File: config.mk
export PLATFORM = sky130hd
export DESIGN_NAME = viterbi_channel_inj
export DESIGN_NICKNAME = d
export VERILOG_FILES = /design/src/rtl/viterbi_pkg.sv /design/src/rtl/chan_lfsr16.sv /design/src/rtl/viterbi_channel_inj.sv
export SDC_FILE = /design/constraint.sdc
export NUM_CORES = 1
export LEC_CHECK = 0
export BUFFER_PORTS_ARGS = -buffer_cell sky130_fd_sc_hd__buf_4
export CAP_MARGIN = 20
export CORE_MARGIN = 5
export CORE_UTILIZATION = 51
export CTS_CLUSTER_SIZE = 16
export DETAILED_ROUTE_END_ITERATION = 6
export PLACE_DENSITY = 0.72
export REMOVE_ABC_BUFFERS = 1
export SLEW_MARGIN = 40
export SYNTH_ARGS = -nofsm -noshare
export SYNTH_HDL_FRONTEND = slang
export SYNTH_SLANG_ARGS = --single-unit
File: constraint.sdc
create_clock -name clk -period 6.5 [get_ports clk]
set_input_delay 1.3 -clock clk [delete_from_list [all_inputs] [get_ports clk]]
set_output_delay 1.3 -clock clk [all_outputs]
set_load 0.005 [all_outputs]
File: src/rtl/viterbi_pkg.sv
// rtl/viterbi_pkg.sv - shared types and constants for the noisy-channel injector
package viterbi_pkg;

    typedef enum logic [1:0] {
        CH_OFF      = 2'd0,
        CH_PERIODIC = 2'd1,
        CH_BURST    = 2'd2,
        CH_RANDOM   = 2'd3
    } chan_mode_e;

    typedef enum logic [1:0] {
        S_OFF   = 2'd0,
        S_GAP   = 2'd1,
        S_BURST = 2'd2
    } inj_state_e;

    localparam logic [15:0] LFSR_SEED_DEF = 16'h0001;
    localparam logic [15:0] LFSR_TAPS     = 16'hB400;

    // An all-zero seed would lock the LFSR at zero forever.
    function automatic logic [15:0] lfsr_seed_fix(input logic [15:0] seed);
        return (seed == 16'h0000) ? LFSR_SEED_DEF : seed;
    endfunction

endpackage

File: src/rtl/chan_lfsr16.sv
// rtl/chan_lfsr16.sv - 16-bit right-shifting Galois LFSR with load and step
module chan_lfsr16
    import viterbi_pkg::*;
(
    input  logic        clk,
    input  logic        load_i,
    input  logic [15:0] seed_i,
    input  logic        step_i,
    output logic [15:0] state_o
);

    logic [15:0] lfsr_q;
    logic [15:0] lfsr_d;

    // Load has priority so a reseed in the same cycle as a step starts clean.
    always_comb begin
        lfsr_d = lfsr_q;
        if (load_i) begin
            lfsr_d = seed_i;
        end else if (step_i) begin
            lfsr_d = lfsr_q[0] ? ((lfsr_q >> 1) ^ LFSR_TAPS) : (lfsr_q >> 1);
        end
    end

    always_ff @(posedge clk) begin
        lfsr_q <= lfsr_d;
    end

    assign state_o = lfsr_q;

endmodule

File: src/rtl/viterbi_channel_inj.sv
// rtl/viterbi_channel_inj.sv - noisy-channel model flipping encoded symbol bits by mode
module viterbi_channel_inj
    import viterbi_pkg::*;
#(
    parameter int SYM_W = 2,
    parameter int PER_W = 8,
    parameter int CNT_W = 16
) (
    input  logic             clk,
    input  logic             rst,
    input  logic             cfg_load_i,
    input  logic [1:0]       mode_i,
    input  logic [PER_W-1:0] period_i,
    input  logic [PER_W-1:0] burst_len_i,
    input  logic [SYM_W-1:0] bit_mask_i,
    input  logic [7:0]       ber_thresh_i,
    input  logic [15:0]      seed_i,
    input  logic             valid_i,
    input  logic [SYM_W-1:0] sym_i,
    output logic             valid_o,
    output logic [SYM_W-1:0] sym_o,
    output logic [SYM_W-1:0] err_o,
    output logic [CNT_W-1:0] sym_cnt_o,
    output logic [CNT_W-1:0] err_cnt_o
);

    chan_mode_e       mode_q, mode_d;
    logic [PER_W-1:0] period_q, period_d;
    logic [PER_W-1:0] burst_q, burst_d;
    logic [SYM_W-1:0] mask_q, mask_d;
    logic [7:0]       thresh_q, thresh_d;
    logic [PER_W-1:0] ph_q, ph_d;
    inj_state_e       state_q, state_d;
    logic             valid_q, valid_d;
    logic [SYM_W-1:0] sym_q, sym_d;
    logic [SYM_W-1:0] err_q, err_d;
    logic [CNT_W-1:0] sym_cnt_q, sym_cnt_d;
    logic [CNT_W-1:0] err_cnt_q, err_cnt_d;
    logic [CNT_W-1:0] err_pop;

    logic             lfsr_load;
    logic [15:0]      lfsr_base_seed;
    logic [15:0]      lfsr_state [SYM_W];

    // The state describes the symbol at phase ph: inside the last eb slots of the period.
    function automatic inj_state_e classify(
        input chan_mode_e       m,
        input logic [PER_W-1:0] p,
        input logic [PER_W-1:0] b,
        input logic [PER_W-1:0] ph
    );
        logic [PER_W-1:0] eb;
        eb = '0;
        if (m == CH_PERIODIC) begin
            eb = PER_W'(1);
        end else if (m == CH_BURST) begin
            eb = (b > p) ? p : b;
        end
        if (((m != CH_PERIODIC) && (m != CH_BURST)) || (p == '0) || (eb == '0)) begin
            return S_OFF;
        end
        return (ph >= (p - eb)) ? S_BURST : S_GAP;
    endfunction

    function automatic logic [CNT_W-1:0] sat_add(
        input logic [CNT_W-1:0] a,
        input logic [CNT_W-1:0] b
    );
        logic [CNT_W:0] s;
        s = {1'b0, a} + {1'b0, b};
        return s[CNT_W] ? '1 : s[CNT_W-1:0];
    endfunction

    assign lfsr_load      = rst | cfg_load_i;
    assign lfsr_base_seed = rst ? LFSR_SEED_DEF : lfsr_seed_fix(seed_i);

    for (genvar k = 0; k < SYM_W; k++) begin : g_lfsr
        localparam int ROT = k % 16;
        logic [31:0] seed_dbl;
        logic [15:0] seed_rot;
        assign seed_dbl = {lfsr_base_seed, lfsr_base_seed};
        assign seed_rot = seed_dbl[31-ROT -: 16];

        chan_lfsr16 u_lfsr (
            .clk     (clk),
            .load_i  (lfsr_load),
            .seed_i  (seed_rot),
            .step_i  (valid_i),
            .state_o (lfsr_state[k])
        );
    end

    always_comb begin
        mode_d   = mode_q;
        period_d = period_q;
        burst_d  = burst_q;
        mask_d   = mask_q;
        thresh_d = thresh_q;
        if (cfg_load_i) begin
            mode_d   = chan_mode_e'(mode_i);
            period_d = period_i;
            burst_d  = burst_len_i;
            mask_d   = bit_mask_i;
            thresh_d = ber_thresh_i;
        end

        ph_d = ph_q;
        if (valid_i) begin
            if ((period_q == '0) || (ph_q >= (period_q - PER_W'(1)))) begin
                ph_d = '0;
            end else begin
                ph_d = ph_q + PER_W'(1);
            end
        end
        if (cfg_load_i) begin
            ph_d = '0;
        end
        state_d = classify(mode_d, period_d, burst_d, ph_d);

        // The current symbol always sees the configuration in force before any load.
        err_d = '0;
        if (valid_i) begin
            if (mode_q == CH_RANDOM) begin
                for (int k = 0; k < SYM_W; k++) begin
                    err_d[k] = mask_q[k] & (lfsr_state[k][7:0] < thresh_q);
                end
            end else if (state_q == S_BURST) begin
                err_d = mask_q;
            end
        end

        valid_d = valid_i;
        sym_d   = valid_i ? (sym_i ^ err_d) : '0;

        err_pop = '0;
        for (int k = 0; k < SYM_W; k++) begin
            err_pop = err_pop + CNT_W'(err_d[k]);
        end

        sym_cnt_d = sat_add(sym_cnt_q, CNT_W'(valid_i));
        err_cnt_d = sat_add(err_cnt_q, err_pop);
        if (cfg_load_i) begin
            sym_cnt_d = '0;
            err_cnt_d = '0;
        end
    end

    always_ff @(posedge clk) begin
        if (rst) begin
            mode_q    <= CH_OFF;
            period_q  <= '0;
            burst_q   <= '0;
            mask_q    <= '0;
            thresh_q  <= '0;
            ph_q      <= '0;
            state_q   <= S_OFF;
            valid_q   <= 1'b0;
            sym_q     <= '0;
            err_q     <= '0;
            sym_cnt_q <= '0;
            err_cnt_q <= '0;
        end else begin
            mode_q    <= mode_d;
            period_q  <= period_d;
            burst_q   <= burst_d;
            mask_q    <= mask_d;
            thresh_q  <= thresh_d;
            ph_q      <= ph_d;
            state_q   <= state_d;
            valid_q   <= valid_d;
            sym_q     <= sym_d;
            err_q     <= err_d;
            sym_cnt_q <= sym_cnt_d;
            err_cnt_q <= err_cnt_d;
        end
    end

    assign valid_o   = valid_q;
    assign sym_o     = sym_q;
    assign err_o     = err_q;
    assign sym_cnt_o = sym_cnt_q;
    assign err_cnt_o = err_cnt_q;

endmodule

==> results by stage <==
Clock tree:
- The clock root buffer master is clkbuf_16.
- The number of resized instances in the post-cts repair step is 0.
- The clock latency at the later pin of the worst-skew pair is 360 ps.
- The clock drives 107 sinks.
- The clock transition at the registers of the reported paths is 70 ps.
- The H-tree was split into 3 levels.
- The clock tree from TritonCTS is built.
- In this run, post-CTS hold repair placed 0 buffers.
- The number of CTS-inserted buffers is 9.
- In this run the post-CTS setup repair buffer count came out at 0.
- The worst-case clock buffer depth is 2.

Synth:
- The cell area that synthesis handed to floorplanning was 6152 sq um.
- In this run the mean area of a mapped cell was 9.237 sq um.
- The distinct cell type count after synthesis is 49.
- The synthesized netlist cell count is 666.
- The number of warning messages in the yosys log is 0.
- The biggest area contributor in the post-synthesis netlist is dfxtp_1.
- The most common flop cell mapped by yosys is dfxtp_1.
- The synthesized design contains 32 enable-type register cells.
- The share of synthesized flip-flops with an asynchronous set or reset is 0.
- The fraction of post-synthesis cell area in the top cell type by area is 0.2441.
- The total of flip-flops plus latches after synthesis is 107.
- By area the synthesized netlist is led by dfxtp_1, edfxtp_1, ha_1, a21oi_1, mux2i_1.
- For this run, the register share of the synthesized area comes to 0.4002.

Worst setup path:
- The slack of the worst reg-to-reg path is 1840 ps.
- The worst flop-to-flop path endpoint is state_q[1]$_SDFF_PP0_.
- The logic depth of the worst register-to-register path is 20.
- At the worst endpoint, the required time is 6790 ps.
- The origin of the critical flop-to-flop path is period_q[7]$_SDFF_PP0_.
- STA classifies the critical path endpoint as a flop.
- The element type at the critical path start is an input port.
- The biggest fanout along the worst timing path is 32.
- In this run the worst setup path terminates at state_q[1]$_SDFF_PP0_.
- The critical path starts at cfg_load_i.
- The critical path is of the input port to flop type.
- The arrival time reported for the critical path endpoint is 6080 ps.

Final layout:
- The top cell types in the final layout, fill and taps aside, are buf_4, a21oi_1, dfxtp_1, nor2_1, ha_1.
- From synthesis to final layout, the design area changed by 17.45%.
- The library cell used most frequently in the layout, excluding fill and tap cells, is buf_4.
- Of the cells placed in the final design, the portion with a size suffix greater than 1 is 0.1620.
- The number of fillers in the final layout is 1056.
- The area of all placed cells without fillers is 7226 sq um.
- In the final design database the tool counted 847 nets.

GRT:
- The initial antenna violation count came to 1.
- The total overflow left after global routing is 0.
- The first global-routing pass estimated 23780 um of wire.
- Entering global routing, the biggest net connects 64 pins.
- The via count of the first global-routing pass is 5044.
- Across every metal layer, demand over resource in global routing totals 0.2006.

STA:
- After layout, the worst setup slack is 713.2 ps.
- Setup repair after global routing left no endpoint under its margin.
- The smallest clock period supported by the final layout is computed as 5787 ps.
- The worst setup skew after layout is 5.931 ps.
- The final worst-path cycle share is 0.8903.
- The final setup TNS is 0 ps.
- Setup violations remaining at the end of the flow were counted as 0.
- The fmax is 172.8 MHz.
- The number of max-slew violations in the final report is 0.
- The hold violation total from the final report came to 0.
- The worst-margin pin slew is 780.0 ps.
- The worst-case headroom to the max-slew limit is 0.4800.

Routing:
- The number of nets with antenna violations after routing is 0.
- The number of search-and-repair iterations in the first detailed-routing pass is 5.
- The final wirelength is 13940 um.
- In this run, the number of DRC markers left after iteration 0 of detailed routing was 330.
- After detailed routing, the wire length on met1 is 5981 um.
- The top routing layer in use is met4.
- In the final routed layout, each cell accounts on average for 15.57 um.
- Detailed routing placed a total of 7159 um of wire on met2.
- The final routed DRC violation total is 0.
- Using the TritonRoute via totals, the vias-per-cell ratio works out to 5.547.
- The amount of wire on met3 after detailed routing is 469 um.
- The routed layout has 4965 vias.

Power:
- The power density normalized to cell area is 224.8 nW/um^2.
- The maximum resistive drop on vdd is 0.1158 mV.
- The analysis attributes to cell leakage a power of 3.171 nW.

Outcome:
- The run finished with clean final reports.

Floorplanning:
- In this run the core area contains 40 standard-cell rows.
- The initial utilization of the core area, before any placement, comes to 0.5165.
- The die boundary height is 119.8 um.
- From left edge to right edge, the die measures 119.8 um.
- In this run the standard cell core region covers 11910 sq um.
- The area of the die is 14360 sq um.
- 87 I/O pins were placed.

Job:
- Across the run, the number of max-cap violations was 0.

Placement:
- The total cell area at the placement stage is 6902 sq um.
- The global placement routability congestion is 0.9239.
- Detailed placement finished with a half-perimeter wire length of 10320 um.
- The total of buffers placed on input and output ports is 86.
- The worst slack after detailed placement is 435.7 ps.

Worst hold path:
- The worst hold path belongs to the class flop to flop.
-- layout make-up --
type                       instances  area (sq um)  share of cell area
multi-input combinational        492          3415              0.4726
sequential                       107          2462              0.3408
timing repair buffer              92         690.7             0.09558
clock buffer                      10         250.2             0.03463
tap                              147         183.9             0.02545
inverter                          40         150.1             0.02078
clock inverter                     6         71.32            0.009870
antenna                            1         2.502           0.0003463
-- registers in the layout (all words and copies together), names as in the netlist --
signal                 cells
mask_q                     2
err_o                      2
sym_o                      2
state_q                    2
thresh_q                   8
period_q                   8
mode_q                     2
ph_q                       8
err_cnt_o                 16
sym_cnt_o                 16
burst_q                    8
g_lfsr.u_lfsr.state_o     32
valid_o                    1
-- Yosys cell counts, types with 2 or more instances --
cell type	number
nor2b_1	8
clkbuf_1	15
and3_1	6
a21o_1	7
o211ai_1	9
inv_1	40
xor2_1	28
o21ai_0	9
a211oi_1	4
nor4_1	6
nor2_1	63
nand4_1	19
edfxtp_1	32
dfxtp_1	75
nand2b_1	30
o21ai_2	2
a21boi_1	2
nand2_1	38
a31o_2	2
a211o_1	2
o21a_1	6
xnor2_1	19
buf_4	4
a31oi_1	2
mux2i_1	38
ha_1	53
nor3_1	11
nand3_1	23
a21oi_1	83
and4_1	3
nor3_2	2
fa_1	2
buf_2	7
-- power breakdown --
group          internal (mW)  switching [mW]
Clock                  0.325           0.251
Sequential             0.721          0.0205
Combinational          0.138           0.169
-- through the flow --
stage / total power [mW] / util / instances / hold WS [ps]
6_report: 1.624 / 0.6066 / 895 / 501.5
5_1_grt: 1.715 / 0.6066 / 895 / 543.6
4_1_cts: 1.639 / 0.6064 / 894 / 511.0
3_5_place_dp: 1.060 / 0.5794 / 878 / 494.5
3_3_place_gp: 1.048 / 0.5794 / 878 / 481.0
2_1_floorplan: 0.9567 / - / 639 / 460.0
-- worst max-delay path: stages --
cell and delay [ps]:
buf_4 390, mux2i_1 340, inv_1 120, ha_1 350, nand4_1 200, a211oi_1 410, nor2_1 190, buf_4 200
o211ai_1 280, ha_1 290, nor2b_1 120, o21ai_0 220, a21oi_1 120, o21ai_0 240, nand2b_1 100, xnor2_1 130
ha_1 320, nand3_1 80, o211a_1 230, a211oi_1 250, a21boi_1 190
-- routing by layer --
layer | vias to the layer above | GRT usage
met4 | 0 | 0.08590
met2 | 97 | 0.3503
met1 | 2345 | 0.2453
met5 | - | 0
met3 | 21 | 0.03110
li1 | 2502 | -
-- logic make-up after synthesis --
family	after synthesis	share of synthesized area
flip-flops	107	0.4002
multiplexers	38	0.06183
XOR/XNOR	47	0.06691
buffers and inverters	67	0.04474
adder cells (fa/ha/maj)	55	0.1143
AO/OA/AOI/OAI	134	0.1328
AND/OR/NAND/NOR	218	0.1792
-- how the worst min path moves through the flow --
stage	endpoint	depth (start not counted)	from	slack (ps)
after detailed placement	thresh_q[3]$_SDFFE_PP0P_	2	thresh_q[3]$_SDFFE_PP0P_	490
after floorplan	mask_q[0]$_SDFFE_PP0P_	2	mask_q[0]$_SDFFE_PP0P_	460
after global routing	thresh_q[3]$_SDFFE_PP0P_	2	thresh_q[3]$_SDFFE_PP0P_	540
after global placement	thresh_q[2]$_SDFFE_PP0P_	2	thresh_q[2]$_SDFFE_PP0P_	480
final	thresh_q[3]$_SDFFE_PP0P_	2	thresh_q[3]$_SDFFE_PP0P_	500
after CTS	thresh_q[3]$_SDFFE_PP0P_	2	thresh_q[3]$_SDFFE_PP0P_	510
(Power assumes the default switching activity.)
